**src/rtl/capture_pkg.sv**
```systemverilog
// Shared definitions for the capture sequencer and its skid buffer.
package capture_pkg;

    // Channel select is three bits wide (eight store channels).
    localparam int CH_W = 3;

    // log2 of words held per channel in the production store.
    localparam int DEFAULT_DEPTH_LOG2 = 13;

    // Acquisition phases, from arming through the per-channel readout loop.
    typedef enum logic [2:0] {
        ST_IDLE,
        ST_ARMED,
        ST_CAPTURE,
        ST_SELECT,
        ST_SETTLE,
        ST_READ,
        ST_DRAIN
    } state_e;

endpackage

```
**src/rtl/seq_skid_fifo.sv**
```systemverilog
// Small synchronous FIFO that absorbs read data landing from the store.
// The producer is credit-limited, so overflow guards are only a safety net.
module seq_skid_fifo #(
    parameter int DEPTH = 4,
    parameter int WIDTH = 20,
    parameter int CNT_W = $clog2(DEPTH + 1)
) (
    input  logic             clk,
    input  logic             rst,
    input  logic             flush,
    input  logic             push,
    input  logic [WIDTH-1:0] push_data,
    input  logic             pop,
    output logic [WIDTH-1:0] pop_data,
    output logic [CNT_W-1:0] count
);

    localparam int PW = (DEPTH > 1) ? $clog2(DEPTH) : 1;
    localparam logic [PW-1:0] LAST_IDX = PW'(DEPTH - 1);
    localparam logic [CNT_W-1:0] FULL_CNT = CNT_W'(DEPTH);

    logic [WIDTH-1:0] mem_q [DEPTH];
    logic [WIDTH-1:0] mem_d [DEPTH];
    logic [PW-1:0]    wr_ptr_q, wr_ptr_d;
    logic [PW-1:0]    rd_ptr_q, rd_ptr_d;
    logic [CNT_W-1:0] count_q, count_d;
    logic             pop_ok, push_ok;

    assign pop_data = mem_q[rd_ptr_q];
    assign count    = count_q;

    // Pointer, occupancy and storage updates; flush wins over any transfer.
    always_comb begin
        mem_d    = mem_q;
        wr_ptr_d = wr_ptr_q;
        rd_ptr_d = rd_ptr_q;
        count_d  = count_q;
        pop_ok   = pop && (count_q != '0);
        push_ok  = push && ((count_q != FULL_CNT) || pop_ok);
        if (flush) begin
            wr_ptr_d = '0;
            rd_ptr_d = '0;
            count_d  = '0;
        end else begin
            if (push_ok) begin
                mem_d[wr_ptr_q] = push_data;
                wr_ptr_d = (wr_ptr_q == LAST_IDX) ? '0 : wr_ptr_q + 1'b1;
            end
            if (pop_ok) begin
                rd_ptr_d = (rd_ptr_q == LAST_IDX) ? '0 : rd_ptr_q + 1'b1;
            end
            if (push_ok && !pop_ok) begin
                count_d = count_q + 1'b1;
            end else if (!push_ok && pop_ok) begin
                count_d = count_q - 1'b1;
            end
        end
    end

    // Control state resets; the storage array carries no reset.
    always_ff @(posedge clk) begin
        if (rst) begin
            wr_ptr_q <= '0;
            rd_ptr_q <= '0;
            count_q  <= '0;
        end else begin
            wr_ptr_q <= wr_ptr_d;
            rd_ptr_q <= rd_ptr_d;
            count_q  <= count_d;
        end
        mem_q <= mem_d;
    end

endmodule

```
**src/rtl/capture_sequencer.sv**
```systemverilog
// Sequences one acquisition: arm, trigger, fill the store, then read every
// channel out as a tagged, backpressured stream through a credit-limited skid.
module capture_sequencer
    import capture_pkg::*;
#(
    parameter int DEPTH_LOG2 = DEFAULT_DEPTH_LOG2,
    parameter int NUM_CH     = 8,
    parameter int DATA_W     = 16,
    parameter int SETTLE     = 2,
    parameter int READ_LAT   = 2
) (
    input  logic              clk,
    input  logic              rst,
    input  logic              arm,
    input  logic              abort,
    input  logic              trig,
    input  logic              ffa_n,
    input  logic [DATA_W-1:0] fifo_dout,
    output logic              load,
    output logic              rden,
    output logic [CH_W-1:0]   cntrl_bits,
    output logic [DATA_W-1:0] out_data,
    output logic [CH_W-1:0]   out_ch,
    output logic              out_last,
    output logic              out_valid,
    input  logic              out_ready,
    output logic              busy,
    output logic              done
);

    localparam int CNT_W = DEPTH_LOG2 + 1;
    localparam logic [CNT_W-1:0] WORDS     = {1'b1, {DEPTH_LOG2{1'b0}}};
    localparam logic [CNT_W-1:0] WORD_LAST = WORDS - 1'b1;
    localparam int SKID_DEPTH = READ_LAT + 2;
    localparam int SKID_W     = DATA_W + CH_W + 1;
    localparam int CRED_W     = $clog2(SKID_DEPTH + 1);
    localparam logic [CRED_W-1:0] CREDIT_INIT = CRED_W'(SKID_DEPTH);
    localparam logic [CH_W-1:0]   LAST_CH     = CH_W'(NUM_CH - 1);
    localparam int SET_W = $clog2(SETTLE + 1);
    localparam logic [SET_W-1:0]  SET_LAST    = SET_W'(SETTLE - 1);

    state_e              state_q, state_d;
    logic [CH_W-1:0]     ch_q, ch_d;
    logic [CNT_W-1:0]    word_q, word_d;
    logic [SET_W-1:0]    settle_q, settle_d;
    logic [CH_W-1:0]     cntrl_q, cntrl_d;
    logic [CRED_W-1:0]   credit_q, credit_d;
    logic                done_q, done_d;
    logic [READ_LAT-1:0] vld_q, vld_d;
    logic [READ_LAT-1:0] last_q, last_d;

    logic [SKID_W-1:0]   skid_head;
    logic [CRED_W-1:0]   skid_count;
    logic                pop;
    logic                last_issue;

    seq_skid_fifo #(
        .DEPTH (SKID_DEPTH),
        .WIDTH (SKID_W),
        .CNT_W (CRED_W)
    ) u_skid (
        .clk       (clk),
        .rst       (rst),
        .flush     (abort),
        .push      (vld_q[READ_LAT-1]),
        .push_data ({last_q[READ_LAT-1], ch_q, fifo_dout}),
        .pop       (pop),
        .pop_data  (skid_head),
        .count     (skid_count)
    );

    assign out_valid  = (skid_count != '0);
    assign pop        = out_valid && out_ready;
    assign out_data   = skid_head[DATA_W-1:0];
    assign out_ch     = skid_head[DATA_W +: CH_W];
    assign out_last   = out_valid && skid_head[SKID_W-1];
    assign busy       = (state_q != ST_IDLE);
    assign done       = done_q;
    assign cntrl_bits = cntrl_q;

    // Next-state, strobes, read pipeline and credit accounting; abort overrides all.
    always_comb begin
        state_d    = state_q;
        ch_d       = ch_q;
        word_d     = word_q;
        settle_d   = settle_q;
        cntrl_d    = cntrl_q;
        credit_d   = credit_q;
        done_d     = 1'b0;
        load       = 1'b0;
        rden       = 1'b0;
        last_issue = 1'b0;

        case (state_q)
            ST_IDLE: begin
                if (arm) state_d = ST_ARMED;
            end
            ST_ARMED: begin
                if (trig) state_d = ST_CAPTURE;
            end
            ST_CAPTURE: begin
                load = ffa_n;
                if (!ffa_n) begin
                    ch_d    = '0;
                    state_d = ST_SELECT;
                end
            end
            ST_SELECT: begin
                settle_d = '0;
                word_d   = '0;
                state_d  = ST_SETTLE;
            end
            ST_SETTLE: begin
                if (settle_q == SET_LAST) state_d = ST_READ;
                else settle_d = settle_q + 1'b1;
            end
            ST_READ: begin
                rden = (credit_q != '0);
                if (rden) begin
                    last_issue = (ch_q == LAST_CH) && (word_q == WORD_LAST);
                    word_d     = word_q + 1'b1;
                    if (word_d == WORDS) state_d = ST_DRAIN;
                end
            end
            ST_DRAIN: begin
                if ((vld_q == '0) && (skid_count == '0)) begin
                    if (ch_q == LAST_CH) begin
                        state_d = ST_IDLE;
                        done_d  = 1'b1;
                    end else begin
                        ch_d    = ch_q + 1'b1;
                        state_d = ST_SELECT;
                    end
                end
            end
            default: state_d = ST_IDLE;
        endcase

        vld_d  = READ_LAT'({vld_q, rden});
        last_d = READ_LAT'({last_q, last_issue});
        if (rden && !pop) credit_d = credit_q - 1'b1;
        else if (!rden && pop) credit_d = credit_q + 1'b1;

        if (abort) begin
            state_d  = ST_IDLE;
            load     = 1'b0;
            rden     = 1'b0;
            done_d   = 1'b0;
            credit_d = CREDIT_INIT;
            vld_d    = '0;
            last_d   = '0;
        end

        if (state_d == ST_SELECT) cntrl_d = ch_d;
    end

    // State register with synchronous reset.
    always_ff @(posedge clk) begin
        if (rst) begin
            state_q  <= ST_IDLE;
            ch_q     <= '0;
            word_q   <= '0;
            settle_q <= '0;
            cntrl_q  <= '0;
            credit_q <= CREDIT_INIT;
            done_q   <= 1'b0;
            vld_q    <= '0;
            last_q   <= '0;
        end else begin
            state_q  <= state_d;
            ch_q     <= ch_d;
            word_q   <= word_d;
            settle_q <= settle_d;
            cntrl_q  <= cntrl_d;
            credit_q <= credit_d;
            done_q   <= done_d;
            vld_q    <= vld_d;
            last_q   <= last_d;
        end
    end

endmodule

```
**config.mk**
```make
export PLATFORM = sky130hd
export DESIGN_NAME = capture_sequencer
export DESIGN_NICKNAME = d
export VERILOG_FILES = /design/src/rtl/capture_pkg.sv /design/src/rtl/seq_skid_fifo.sv /design/src/rtl/capture_sequencer.sv
export SDC_FILE = /design/constraint.sdc
export NUM_CORES = 1
export LEC_CHECK = 0
export ABC_AREA = 1
export CORE_MARGIN = 4
export CORE_UTILIZATION = 57
export DETAILED_ROUTE_END_ITERATION = 10
export PLACE_DENSITY_LB_ADDON = 0.2
export SLEW_MARGIN = 20
export SYNTH_ARGS = -nofsm -noshare
export SYNTH_HDL_FRONTEND = slang
export SYNTH_SLANG_ARGS = --single-unit
```
**constraint.sdc**
```tcl
create_clock -name clk -period 2.9 [get_ports clk]
set_input_delay 0.58 -clock clk [delete_from_list [all_inputs] [get_ports clk]]
set_output_delay 0.58 -clock clk [all_outputs]
set_load 0.005 [all_outputs]
```
Word-level counts from Yosys, hierarchy flattened

Cells that the tools add are included.

Word-level logic and storage cells: 119
Input port bits: 23
Flip-flop bits (word level): 120
Output and inout port bits: 28

Bitwise logic cells: 7
$add $sub $neg: 9
Equal/unequal tests: 16
Reductions and logical operators: 32
Muxes and demuxes: 35
$lt $le $gt $ge: 3

Operator list:

| cell                    | count |
|---|---|
| $bwmux W80              | 1 |
| $mux W20                | 3 |
| $mux W3                 | 15 |
| $bmux W20 S2            | 1 |
| $demux W20 S2           | 1 |
| $pmux W14 S2            | 1 |
| $pmux W3 S7             | 1 |
| $add A14 B1 Y14 const B | 1 |
| $eq A14 B13 Y1 const B  | 1 |
| $eq A14 B14 Y1 const B  | 1 |
| $mux W14                | 1 |
| $eq A3 B3 Y1 const B    | 4 |
| $logic_and A1 B1 Y1     | 11 |
| $add A3 B1 Y3 const B   | 3 |
| $eq A3 B2 Y1 const B    | 3 |
| $reduce_bool A3 Y1      | 3 |
| $mux W2                 | 4 |
| $reduce_bool A2 Y1      | 4 |
| $reduce_or A4 Y1        | 2 |
| $add A2 B1 Y2 const B   | 3 |
| $ge A3 B3 Y1 const B    | 2 |
| $logic_not A3 Y1        | 2 |
| $not A2 Y3              | 2 |
| $pmux W3 S2             | 1 |
| other kinds (15)        | 31 |

Logic depth before layout (Yosys ltp)

Word-level depth: 9
Gate-level depth with buffers: 16
Depth with buffers taken out: 16

By module

A second synthesis with hierarchy kept.

Cell total of the unflattened synthesis: 560
Area total of the unflattened synthesis: 5436.5 um^2

Modules (own cells, without submodules):

| module            | cells each | area an instance (um^2) | instances |
|---|---|---|---|
| seq_skid_fifo     | 267        | 3452.1                  | 1 |
| capture_sequencer | 293        | 1984.4                  | 1 |

Worst setup path before layout

OpenSTA, ideal clock, no wires.

Path kind: in2reg
Start point: input out_ready
End point: register u_skid.mem_q[20] (netlist bit), enable pin
Path buffers: 0
Slack: 0.647 ns
Cell stages on the path: 4
Data arrival time: 1.856 ns
Cell sequence: inv_1 a31oi_1 nand2_1 nor2_1

Cells in the longest elaborated chain, start to end: 5

Ends and longest elaborated chain:

| item                        | line                    | RTL |
|---|---|---|
| start: declaration          | capture_sequencer.sv:26 | `input logic out_ready,` |
| $logic_and A1 B1 Y1         | capture_sequencer.sv:73 | `assign pop = out_valid && out_ready;` |
| $logic_and A1 B1 Y1         | seq_skid_fifo.sv:38     | `pop_ok = pop && (count_q != '0);` |
| $logic_or A1 B1 Y1          | seq_skid_fifo.sv:39     | `push_ok = push && ((count_q != FULL_CNT) \|\| pop_ok);` |
| $logic_and A1 B1 Y1         | seq_skid_fifo.sv:39     |  |
| named net u_skid.push_ok    | seq_skid_fifo.sv:27     | `logic pop_ok, push_ok;` |
| $reduce_and A2 Y1 (no line) | -                       |  |
| end signal: assignment      | seq_skid_fifo.sv:71     | `mem_q <= mem_d;` |
| end: declaration            | seq_skid_fifo.sv:22     | `logic [WIDTH-1:0] mem_q [DEPTH];` |

The timed path passes the listed nets, and every way through them passes these cells.
A chain may end at the register's enable or synchronous reset.

Worst setup path in the final report

Start point: register u_skid.rd_ptr_q[1]
End point: output out_ch[1]

Cells in the longest elaborated chain, start to end: 4

Ends and longest elaborated chain:

| item                                         | line                    | RTL |
|---|---|---|
| start: declaration                           | seq_skid_fifo.sv:25     | `logic [PW-1:0] rd_ptr_q, rd_ptr_d;` |
| start signal: assignment                     | seq_skid_fifo.sv:68     | `rd_ptr_q <= rd_ptr_d;` |
| $not A2 Y3 (implied by the code)             | seq_skid_fifo.sv:29     | `assign pop_data = mem_q[rd_ptr_q];` |
| $bmux W20 S2                                 | seq_skid_fifo.sv:29     |  |
| $mux W20 (implied by the code) (2 in series) | seq_skid_fifo.sv:29     |  |
| end: declaration                             | capture_sequencer.sv:23 | `output logic [CH_W-1:0] out_ch,` |

Every way passes these cells. The select of a mux whose other input is x is not followed.

==> results.toml <==
[final_layout]
drive_gt1_share_pct = 11.9
final_nets = 647
diodes = 0
fin_area_sq_um = 6510
num-fill-cells = 617
final_core_util_pct = 73.6
synthToLayoutAreaGrowth_pct = 23.6
final_cells = 732

[worst_setup_path]
cp-end-kind = "output port"
cp_max_fo = 21
cp_cell_sequence = "inv_1 > o21ai_0 > o22ai_1 > clkdlybuf4s50_1"
arrival_ps = 2320
cpLargestDelayFamily = "buffers and inverters"
cp.required_ps = 2320
max_stage_delay_ps = 540
path_buf_inv = 2
cp_slowest_cell = "clkdlybuf4s50_1"
crit_type = "flop to output port"
critPathLaunchType = "flop"

[power]
p_leak_nw = 2.37
totalPowerFinal_mw = 3.87
irDropWorstVdd_v = 0.000489
p_per_area_nw_per_um2 = 594

[logic_synthesis]
async_flop_share_pct = 0
ys_seq_area_share_pct = 60.8
synth-seq-cells = 120
synthTopCellsByArea = "edfxtp_1, dfxtp_1, nor2_1"
ys_warn_count = 0
syn_area_sq_um = 5270
synth_top_area_cell = "edfxtp_1"
synth-edff-count = 80
synthCells = 548
synth.avg_cell_area_sq_um = 9.62
syn-num-nets = 583
ys.flop_type = "edfxtp_1"
synth_top_area_share_pct = 45.6
ys_types = 29

[sta]
slew_headroom_pct = 32.0
fin_skew_ps = 5.92
period_share_pct = 100
fin_crit_ps = 2900
rsz0062_at_grt = "true"
finalSetupViolations = 0
final_hold_viol_count = 0
max_freq_mhz = 345
tns_ps = 0
worst_pin_slew_ps = 1020
drv_slew = 0

[clocking]
clockBufferDepth = 2
tritoncts = "built"
cts_buffers = 17
clock-root-buffer = "clkbuf_8"
numClockSinks = 120
ctsHtreeMaxLevel = 4
path_clk_slew_ps = 60
clk_latency_ps = 510
hold_buffers = 0

[grt]
grt_use_total_pct = 21.2
grt_overflow = 0
antenna_found_initial = 0
grt_pass1_wl_um = 18300
grt_max_degree = 43
grt_pass1_vias = 3890

[route]
via_count = 3975
wire_per_inst_um = 14.8
drc_errors = 0
drt_iter0_markers = 175
routed_via_density = 5.43
final_antenna_net_count = 0
drt-total-wl_um = 10800
drt-pass1-iter-count = 5

[placement]
port_buffers = 50
dpl.hpwl_um = 6930
place_area_sq_um = 5930
post-place-cells = 700
gp_congestion = 0.900

[floorplan]
die_x_um = 104
die_h_um = 104
core_area_sq_um = 8850
rows = 34
ios = 51
die_area_sq_um = 10800
start_util_pct = 59.6

[worst_hold_path]
hold_path.class = "flop to flop"

[status]
status = "complete, no violations"

[flow_run]
max-cap-violations = 0
==> logic make-up after synthesis <==
family	count (synthesis)	share of synthesized area, %
AO/OA/AOI/OAI	117	12.0
XOR/XNOR	1	0.166
adder cells (fa/ha/maj)	12	3.13
buffers and inverters	78	5.60
flip-flops	120	60.8
AND/OR/NAND/NOR	220	18.4
==> cell usage after synthesis, drive strengths merged (3+ instances only) <==
cell	n
nor2	97
nand2	90
edfxtp	80
inv	62
o21ai	58
dfxtp	40
a21oi	31
nand3	23
o22ai	21
clkbuf	14
ha	10
nand4	6
a211oi	4
nor3	3
==> sequential cells by signal (all words and copies together), names as in the netlist <==
signal and count:
word_q 14, settle_q 2, done 1, u_skid.count 3, credit_q 3, u_skid.wr_ptr_q 2, last_q 2, vld_q 2
state_q 3, cntrl_bits 3, u_skid.mem_q 80, ch_q 3, u_skid.rd_ptr_q 2
==> tightest hold or removal path: cells and delay by family (launching register included) <==
kind | cells | cell delay [ps]
simple gates | 1 | 40
buf+inv | 1 | 40
flops | 1 | 290
==> where the power goes <==
part | leakage [nW] | switching (mW) | internal, mW
Combinational | 1.05 | 0.0383 | 0.0392
Sequential | 1.05 | 0.00209 | 1.82
Clock | 0.272 | 0.748 | 1.22
==> final timing paths <==
path	start	end	slack (ps)	depth (start not counted)
setup reg to reg	state_q[2]	credit_q[2]	410	11
hold / removal	last_q[0]	last_q[1]	410	2
setup / recovery	u_skid.rd_ptr_q[1]	out_ch[1]	0.7	4
hold reg to reg	last_q[0]	last_q[1]	410	2
==> final cells by class <==
cell class | instances | area (sq um) | area share (%)
clock buffers | 17 | 414 | 6.36
clock inverters | 14 | 150 | 2.31
inverters | 62 | 236 | 3.63
multi-input cells | 350 | 1780 | 27.4
flip-flops and latches | 120 | 3200 | 49.2
well taps | 108 | 135 | 2.08
repair buffers | 61 | 591 | 9.07
==> cell usage in the layout, fill, tap and decap left out, drive strengths merged <==
| cell type | count |
|---|---|
| clkbuf | 17 |
| nand3 | 23 |
| inv | 64 |
| a211oi | 4 |
| edfxtp | 80 |
| o211ai | 1 |
| nor2 | 97 |
| a21oi | 31 |
| bufinv | 2 |
| nor4 | 1 |
| clkinvlp | 3 |
| o21ai | 58 |
| nand4 | 6 |
| clkinv | 7 |
| nor3 | 3 |
| xor2 | 1 |
| o22ai | 21 |
| clkdlybuf4s50 | 50 |
| o211a | 1 |
| ha | 10 |
| nand2 | 90 |
| fa | 2 |
| buf | 11 |
| dfxtp | 40 |
| a31oi | 1 |
==> layer usage <==
metal	track usage (%)	up-vias	wire length [um]
met1	24.8	1837	4430
met5	0	-	0
li1	-	2000	-
met3	5.83	17	615
met4	7.31	0	134
met2	37.5	121	5630
==> stage by stage <==
stage | hold WS (ps) | setup slack [ps]
after floorplan | 394 | 647
after CTS | 417 | 4.87
final | 413 | 0.667
after global placement | 396 | 377
after global routing | 444 | -151
after detailed placement | 408 | 326
==> timing repair <==
action                     CTS  global route
setup buffers                0             1
gates resized for setup      0             5
setup endpoints to repair    0            20
Power figures use the tool's default switching activity.
